$ cat config.mk
export PLATFORM = sky130hd
export DESIGN_NAME = mips_loader_flat
export DESIGN_NICKNAME = d
export VERILOG_FILES = /design/src/rtl/mips_loader_if.sv /design/src/rtl/mips_loader.sv /design/src/flat_wrapper.sv
export SDC_FILE = /design/constraint.sdc
export NUM_CORES = 1
export LEC_CHECK = 0
export ABC_AREA = 1
export BUFFER_PORTS_ARGS = -buffer_cell sky130_fd_sc_hd__buf_2
export CAP_MARGIN = 20
export CORE_MARGIN = 4
export CORE_UTILIZATION = 33
export DETAILED_ROUTE_END_ITERATION = 7
export GPL_TIMING_DRIVEN = 1
export PLACE_DENSITY_LB_ADDON = 0.25
export SLEW_MARGIN = 20
export SYNTH_ARGS = -nofsm -noshare
export SYNTH_HDL_FRONTEND = slang
export SYNTH_SLANG_ARGS = --single-unit
$ cat constraint.sdc
create_clock -name clk -period 2.27 [get_ports clk]
set_input_delay 0.1135 -clock clk [delete_from_list [all_inputs] [get_ports clk]]
set_output_delay 0.1135 -clock clk [all_outputs]
set_load 0.02 [all_outputs]
$ cat src/rtl/mips_loader_if.sv
// rtl/mips_loader_if.sv - byte-stream input and instruction-memory write port bundle
interface mips_loader_if;
  logic [7:0]  s_data;
  logic        s_valid;
  logic        s_ready;
  logic [7:0]  imem_w_addr;
  logic [31:0] imem_w_data;
  logic        imem_w_en;

  // host side: drives the byte stream, observes the memory write port
  modport master (
    output s_data, s_valid,
    input  s_ready, imem_w_addr, imem_w_data, imem_w_en
  );

  // loader side
  modport slave (
    input  s_data, s_valid,
    output s_ready, imem_w_addr, imem_w_data, imem_w_en
  );
endinterface

$ cat src/rtl/mips_loader.sv
// rtl/mips_loader.sv - boot/run controller for the 8-bit MIPS core (optional MIPS_LOADER_CHECKSUM_EN)
module mips_loader #(
  parameter logic [15:0] RUN_CYCLES = 16'd1000,
  parameter int          MAX_WORDS  = 64
) (
  input  logic         clk,
  input  logic         rst,
  input  logic         start,
  input  logic         stop,
  mips_loader_if.slave bus,
  output logic         cpu_rst,
  output logic         busy,
  output logic         done,
  output logic         error,
  output logic [15:0]  run_cnt
);

  typedef enum logic [2:0] {
    S_IDLE, S_HDR, S_LOAD, S_CSUM, S_ARM, S_RUN, S_DONE, S_ERROR
  } state_t;

  localparam logic [7:0] MAX_WORDS_B = 8'(MAX_WORDS);

  state_t      state_q, state_d;
  logic [7:0]  word_cnt_q, word_cnt_d;
  logic [7:0]  word_idx_q, word_idx_d;
  logic [1:0]  byte_idx_q, byte_idx_d;
  logic [23:0] asm_q, asm_d;
  logic [7:0]  imem_w_addr_q, imem_w_addr_d;
  logic [31:0] imem_w_data_q, imem_w_data_d;
  logic        imem_w_en_q, imem_w_en_d;
  logic [15:0] run_cnt_q, run_cnt_d;
  logic        s_ready_q, s_ready_d;
  logic        cpu_rst_q, cpu_rst_d;
  logic        busy_q, busy_d;
  logic        done_q, done_d;
  logic        error_q, error_d;
  logic        take;
`ifdef MIPS_LOADER_CHECKSUM_EN
  logic [7:0]  sum_q, sum_d;
  logic [7:0]  sum_chk;
`endif

  assign take = bus.s_valid && s_ready_q;
`ifdef MIPS_LOADER_CHECKSUM_EN
  assign sum_chk = sum_q + bus.s_data;
`endif

  // next-state and next-output computation; outputs are derived from state_d so they register cleanly
  always_comb begin
    state_d       = state_q;
    word_cnt_d    = word_cnt_q;
    word_idx_d    = word_idx_q;
    byte_idx_d    = byte_idx_q;
    asm_d         = asm_q;
    imem_w_addr_d = imem_w_addr_q;
    imem_w_data_d = imem_w_data_q;
    imem_w_en_d   = 1'b0;
    run_cnt_d     = run_cnt_q;
`ifdef MIPS_LOADER_CHECKSUM_EN
    sum_d         = sum_q;
`endif
    case (state_q)
      S_IDLE: begin
        if (start) state_d = S_HDR;
      end
      S_HDR: begin
        if (stop) begin
          state_d = S_ERROR;
        end else if (take) begin
          if (bus.s_data == 8'd0 || bus.s_data > MAX_WORDS_B) begin
            state_d = S_ERROR;
          end else begin
            word_cnt_d = bus.s_data;
            word_idx_d = 8'd0;
            byte_idx_d = 2'd0;
            state_d    = S_LOAD;
          end
`ifdef MIPS_LOADER_CHECKSUM_EN
          sum_d = bus.s_data;
`endif
        end
      end
      S_LOAD: begin
        // stop wins over a coinciding 4th byte so a partial/aborted word is never written
        if (stop) begin
          state_d = S_ERROR;
        end else if (take) begin
          asm_d      = {asm_q[15:0], bus.s_data};
          byte_idx_d = byte_idx_q + 2'd1;
`ifdef MIPS_LOADER_CHECKSUM_EN
          sum_d      = sum_chk;
`endif
          if (byte_idx_q == 2'd3) begin
            imem_w_data_d = {asm_q, bus.s_data};
            imem_w_addr_d = {word_idx_q[5:0], 2'b00};
            imem_w_en_d   = 1'b1;
            word_idx_d    = word_idx_q + 8'd1;
            if (word_idx_q == word_cnt_q - 8'd1) begin
`ifdef MIPS_LOADER_CHECKSUM_EN
              state_d = S_CSUM;
`else
              state_d = S_ARM;
`endif
            end
          end
        end
      end
`ifdef MIPS_LOADER_CHECKSUM_EN
      S_CSUM: begin
        if (stop) begin
          state_d = S_ERROR;
        end else if (take) begin
          state_d = (sum_chk == 8'h00) ? S_ARM : S_ERROR;
        end
      end
`endif
      S_ARM: begin
        state_d   = S_RUN;
        run_cnt_d = 16'd0;
      end
      S_RUN: begin
        // the exit cycle does not count up, so run_cnt ends at the last cycle index
        if (stop || (RUN_CYCLES != 16'd0 && run_cnt_q == RUN_CYCLES - 16'd1)) begin
          state_d = S_DONE;
        end else if (run_cnt_q != 16'hFFFF) begin
          run_cnt_d = run_cnt_q + 16'd1;
        end
      end
      S_DONE, S_ERROR: begin
        if (start) state_d = S_HDR;
      end
      default: state_d = S_IDLE;
    endcase

    s_ready_d = (state_d == S_HDR) || (state_d == S_LOAD) || (state_d == S_CSUM);
    cpu_rst_d = (state_d != S_RUN);
    busy_d    = (state_d != S_IDLE) && (state_d != S_DONE) && (state_d != S_ERROR);
    done_d    = (state_d == S_DONE);
    error_d   = (state_d == S_ERROR);
  end

  // state and registered outputs; reset parks the core in reset with no write in flight
  always_ff @(posedge clk or negedge rst) begin
    if (!rst) begin
      state_q       <= S_IDLE;
      word_cnt_q    <= 8'd0;
      word_idx_q    <= 8'd0;
      byte_idx_q    <= 2'd0;
      asm_q         <= 24'd0;
      imem_w_addr_q <= 8'd0;
      imem_w_data_q <= 32'd0;
      imem_w_en_q   <= 1'b0;
      run_cnt_q     <= 16'd0;
      s_ready_q     <= 1'b0;
      cpu_rst_q     <= 1'b1;
      busy_q        <= 1'b0;
      done_q        <= 1'b0;
      error_q       <= 1'b0;
`ifdef MIPS_LOADER_CHECKSUM_EN
      sum_q         <= 8'd0;
`endif
    end else begin
      state_q       <= state_d;
      word_cnt_q    <= word_cnt_d;
      word_idx_q    <= word_idx_d;
      byte_idx_q    <= byte_idx_d;
      asm_q         <= asm_d;
      imem_w_addr_q <= imem_w_addr_d;
      imem_w_data_q <= imem_w_data_d;
      imem_w_en_q   <= imem_w_en_d;
      run_cnt_q     <= run_cnt_d;
      s_ready_q     <= s_ready_d;
      cpu_rst_q     <= cpu_rst_d;
      busy_q        <= busy_d;
      done_q        <= done_d;
      error_q       <= error_d;
`ifdef MIPS_LOADER_CHECKSUM_EN
      sum_q         <= sum_d;
`endif
    end
  end

  assign bus.s_ready     = s_ready_q;
  assign bus.imem_w_addr = imem_w_addr_q;
  assign bus.imem_w_data = imem_w_data_q;
  assign bus.imem_w_en   = imem_w_en_q;
  assign cpu_rst         = cpu_rst_q;
  assign busy            = busy_q;
  assign done            = done_q;
  assign error           = error_q;
  assign run_cnt         = run_cnt_q;

endmodule

$ cat src/flat_wrapper.sv
// flat-port wrapper written by rule: the top's interface ports become plain ports
module mips_loader_flat 
#(
  parameter logic [15:0] RUN_CYCLES = 16'd1000,
  parameter int          MAX_WORDS  = 64
)
  (clk, rst, start, stop, cpu_rst, busy, done, error, run_cnt, bus_s_data, bus_s_valid, bus_s_ready, bus_imem_w_addr, bus_imem_w_data, bus_imem_w_en);
  mips_loader_if bus_i ();
  input  logic clk;
  input  logic rst;
  input  logic start;
  input  logic stop;
  output logic cpu_rst;
  output logic busy;
  output logic done;
  output logic error;
  output logic [15:0] run_cnt;
  input wire logic [$bits(bus_i.s_data)-1:0] bus_s_data;
  input wire logic [$bits(bus_i.s_valid)-1:0] bus_s_valid;
  output wire logic [$bits(bus_i.s_ready)-1:0] bus_s_ready;
  output wire logic [$bits(bus_i.imem_w_addr)-1:0] bus_imem_w_addr;
  output wire logic [$bits(bus_i.imem_w_data)-1:0] bus_imem_w_data;
  output wire logic [$bits(bus_i.imem_w_en)-1:0] bus_imem_w_en;
  assign bus_i.s_data = bus_s_data;
  assign bus_i.s_valid = bus_s_valid;
  assign bus_s_ready = bus_i.s_ready;
  assign bus_imem_w_addr = bus_i.imem_w_addr;
  assign bus_imem_w_data = bus_i.imem_w_data;
  assign bus_imem_w_en = bus_i.imem_w_en;
  mips_loader #(.RUN_CYCLES(RUN_CYCLES), .MAX_WORDS(MAX_WORDS)) u_core (.clk(clk), .rst(rst), .start(start), .stop(stop), .bus(bus_i), .cpu_rst(cpu_rst), .busy(busy), .done(done), .error(error), .run_cnt(run_cnt));
endmodule
==> impl_metrics.toml <==
[yosys]
synth_seq_area_share_pct = 53.6
yosysUniqueCellTypes = 38
synthAdderAreaFrac_pct = 1.02
synth.area.mux_share_pct = 0
syn_area_sq_mm = 0.00491
synth_edf_count = 0
synthSimpleGateAreaFrac_pct = 23.2
synth_top_family_by_area = "simple AND/OR/NAND/NOR gates"
synth_compound_area_share_pct = 10.9
synth-seq-cells = 105
postSynthCellCount = 578
postSynth.asyncResetShare_pct = 100
synthXorXnorAreaFrac_pct = 3.57
ys.flop_type = "dfrtp_1"
syn_area_per_cell_sq_um = 8.49
synthTopCellsByArea = "dfrtp_1, nand2_1, o21ai_0, inv_1, xor2_1"
yosysTopAreaCell = "dfrtp_1"
yosysWarnings = 0
synth_top_area_share_pct = 53.0

[global_route]
antenna_found_initial = 2
grt_max_degree = 67
grt_remaining_overflow = 0
grt_pass1_vias = 3775
grt_pass1_wl_mm = 19.0
grt_usage_pct = 14.3

[setup_path]
crit_top_cell = "inv_2"
critPathKind = "reg -> reg"
crit_slowest_cell = "inv_2"
cp_num_buf_inv = 4
crit_path_end_kind = "register"
cp_data_required_time_ns = 2.46
crit_fanout = 66
cpPeakStageDelay_ns = 0.69
cp_top_family = "buffers and inverters"
startpoint_type = "register"
cp.arrival_ns = 2.16
crit_chain = "inv_2 -> nand2_1 -> inv_2 -> nand2_2 -> inv_2 -> nand2_2 -> nor2_4 -> inv_2 -> o21ai_0"

[floorplanning]
die_x_um = 130
fp-row-count = 44
die_height_um = 130
core_area_sq_mm = 0.0145
io_pins = 75
dieArea_sq_mm = 0.0169
initial_utilization_pct = 33.8

[timing]
worst_pin_slew_ns = 0.968
finalClockSkew_ns = 0.00484
finalSetupTns_ns = 0
min_period_ns = 1.98
setup_viol = 0
slew_headroom_pct = 35.3
setup_slack_ns = 0.292
max_freq_mhz = 506
rsz0062_at_grt = "no"
drv_slew = 0
hold_violations = 0
final_min_period_over_clock_period_pct = 87.1

[route]
dr.first_iter.drc_count = 171
drc_errors = 0
ant_nets = 0
avgViaCountPerCell = 4.72
dr.pass1.iters = 6
vias = 3956
wire_per_inst_um = 13.6
wirelength_mm = 11.4

[clocking]
clk_latency_ns = 0.35
clock_path_buffers = 2
cts_tree = "yes"
clock-sinks = 105
path_clk_slew_ns = 0.07
clock-root-buffer = "clkbuf_16"
htree_levels = 3
cts_buffers = 9

[job]
cap_viol_max_count = 0

[final_layout]
final_net_count = 666
drive_gt1_share_pct = 18.8
fill_cells = 1469
areaGrowthSynthToFinish_pct = 17.0
fin_util_pct = 39.5

[power_and_ir_drop]
irDropWorstVdd_v = 0.000601
power.density_mw_per_mm2 = 974
p_leak_nw = 2.90
power_mw = 5.59

[placement]
place_ws_ns = 0.200
port_buffers = 72
dp_hpwl_mm = 8.24
routabilityCongestion = 0.853

[run_status]
outcome = "complete, no violations"

[min_path]
min-delay-path-class = "in -> reg"
-- layout make-up --
| type | count | area (sq um) | area share [%] |
|---|---|---|---|
| sequential | 105 | 2630 | 45.8 |
| multi-input combinational | 388 | 1910 | 33.3 |
| inverter | 66 | 248 | 4.32 |
| clock inverter | 5 | 46.3 | 0.807 |
| clock buffer | 11 | 243 | 4.23 |
| antenna | 1 | 2.50 | 0.0436 |
| tap | 184 | 230 | 4.01 |
| timing repair buffer | 79 | 430 | 7.50 |
-- synth_stat cells (2+ instances only) --
| cell | number |
|---|---|
| xnor2_1 | 3 |
| inv_2 | 11 |
| nand4_1 | 6 |
| nand3_1 | 29 |
| nor2_2 | 3 |
| buf_2 | 7 |
| ha_1 | 4 |
| dfrtp_1 | 104 |
| nor2_1 | 34 |
| o21a_1 | 3 |
| buf_4 | 5 |
| nand2_1 | 169 |
| xor2_1 | 17 |
| o21ai_1 | 18 |
| o31ai_1 | 12 |
| inv_1 | 54 |
| nor4_1 | 4 |
| clkbuf_1 | 5 |
| nor2_4 | 3 |
| o21ai_0 | 50 |
| a21oi_1 | 10 |
| nor3_2 | 2 |
| nand2_2 | 4 |
| nor3_1 | 7 |
-- cells by family (layout without fill, tap and decap cells) --
| logic type | Yosys count | count (layout) |
|---|---|---|
| simple gates | 265 | 265 |
| flops | 105 | 105 |
| compound gates | 97 | 97 |
| buf+inv | 86 | 161 |
| xor+xnor | 20 | 20 |
| fa+ha+maj | 4 | 4 |
| other cells | 1 | 3 |
-- timing repair --
action,in CTS,in global routing
setup buffers,0,0
resized for setup,0,2
setup endpoints to repair,0,3
hold buffers,1,0
hold endpoints to repair,30,0
-- cell usage in the layout (no fill, tap or decap), drive strengths merged, types with 2 or more instances in the layout --
cell type	instances
ha	4
dfrtp	104
nor3	9
nor4	4
clkinv	3
nor2	40
nand2	174
inv	68
xnor2	3
xor2	17
o21ai	69
o31ai	12
a21oi	11
nand4	6
o21a	3
conb	2
nand3	30
clkbuf	11
buf	78
-- per-layer routing --
metal	vias up	GRT usage, %	share of wire (%)
li1	2000	-	-
met4	2	7.03	2.6
met1	1846	18.5	46
met3	20	4.01	5.4
met5	-	0	0.062
met2	88	22.0	46
-- through the flow --
step	area (sq um)	cells	hold slack, ns
after global placement	5430	821	0.0691
after CTS	5730	838	0.0324
after global routing	5740	839	0.0714
after floorplan	4910	579	-0.182
after detailed placement	5430	821	0.0750
final	5740	839	0.0619
-- final timing paths --
check | startpoint | to | slack [ns] | cells past startpoint
max in group asynchronous | rst | u_core.state_q[2] | 1.32 | 3
min in group asynchronous | rst | u_core.bus.imem_w_data[29] | 0.24 | 2
worst min register to register | u_core.bus.imem_w_data[27] | u_core.bus.imem_w_data[27] | 0.47 | 2
worst max-delay path | u_core.state_q[2] | u_core.bus.imem_w_data[6] | 0.29 | 9
worst min-delay path | bus_s_data[7] | u_core.bus.imem_w_data[7] | 0.06 | 3
worst max register to register | u_core.state_q[2] | u_core.bus.imem_w_data[6] | 0.29 | 9
-- tightest hold or removal path: stages --
cell	delay (ns)
buf_2	0.12
inv_1	0.06
o21ai_0	0.07
-- sequential cells by signal, indices dropped and copies added (netlist names) --
register / cells
u_core.error: 1
u_core.busy: 1
u_core.word_cnt_q: 8
u_core.asm_q: 24
u_core.run_cnt: 16
u_core.done: 1
u_core.bus.imem_w_addr: 6
u_core.word_idx_q: 8
u_core.state_q: 3
u_core.bus.imem_w_en: 1
u_core.bus.s_ready: 1
u_core.cpu_rst: 1
u_core.bus.imem_w_data: 32
u_core.byte_idx_q: 2
-- where the power goes --
group	switching, mW	internal, mW	leakage, nW
logic	1.13	0.565	1.33
registers	0.226	2.15	1.43
clock network	0.722	0.795	0.143
total	2.08	3.51	2.90
Power figures use the tool's default switching activity.
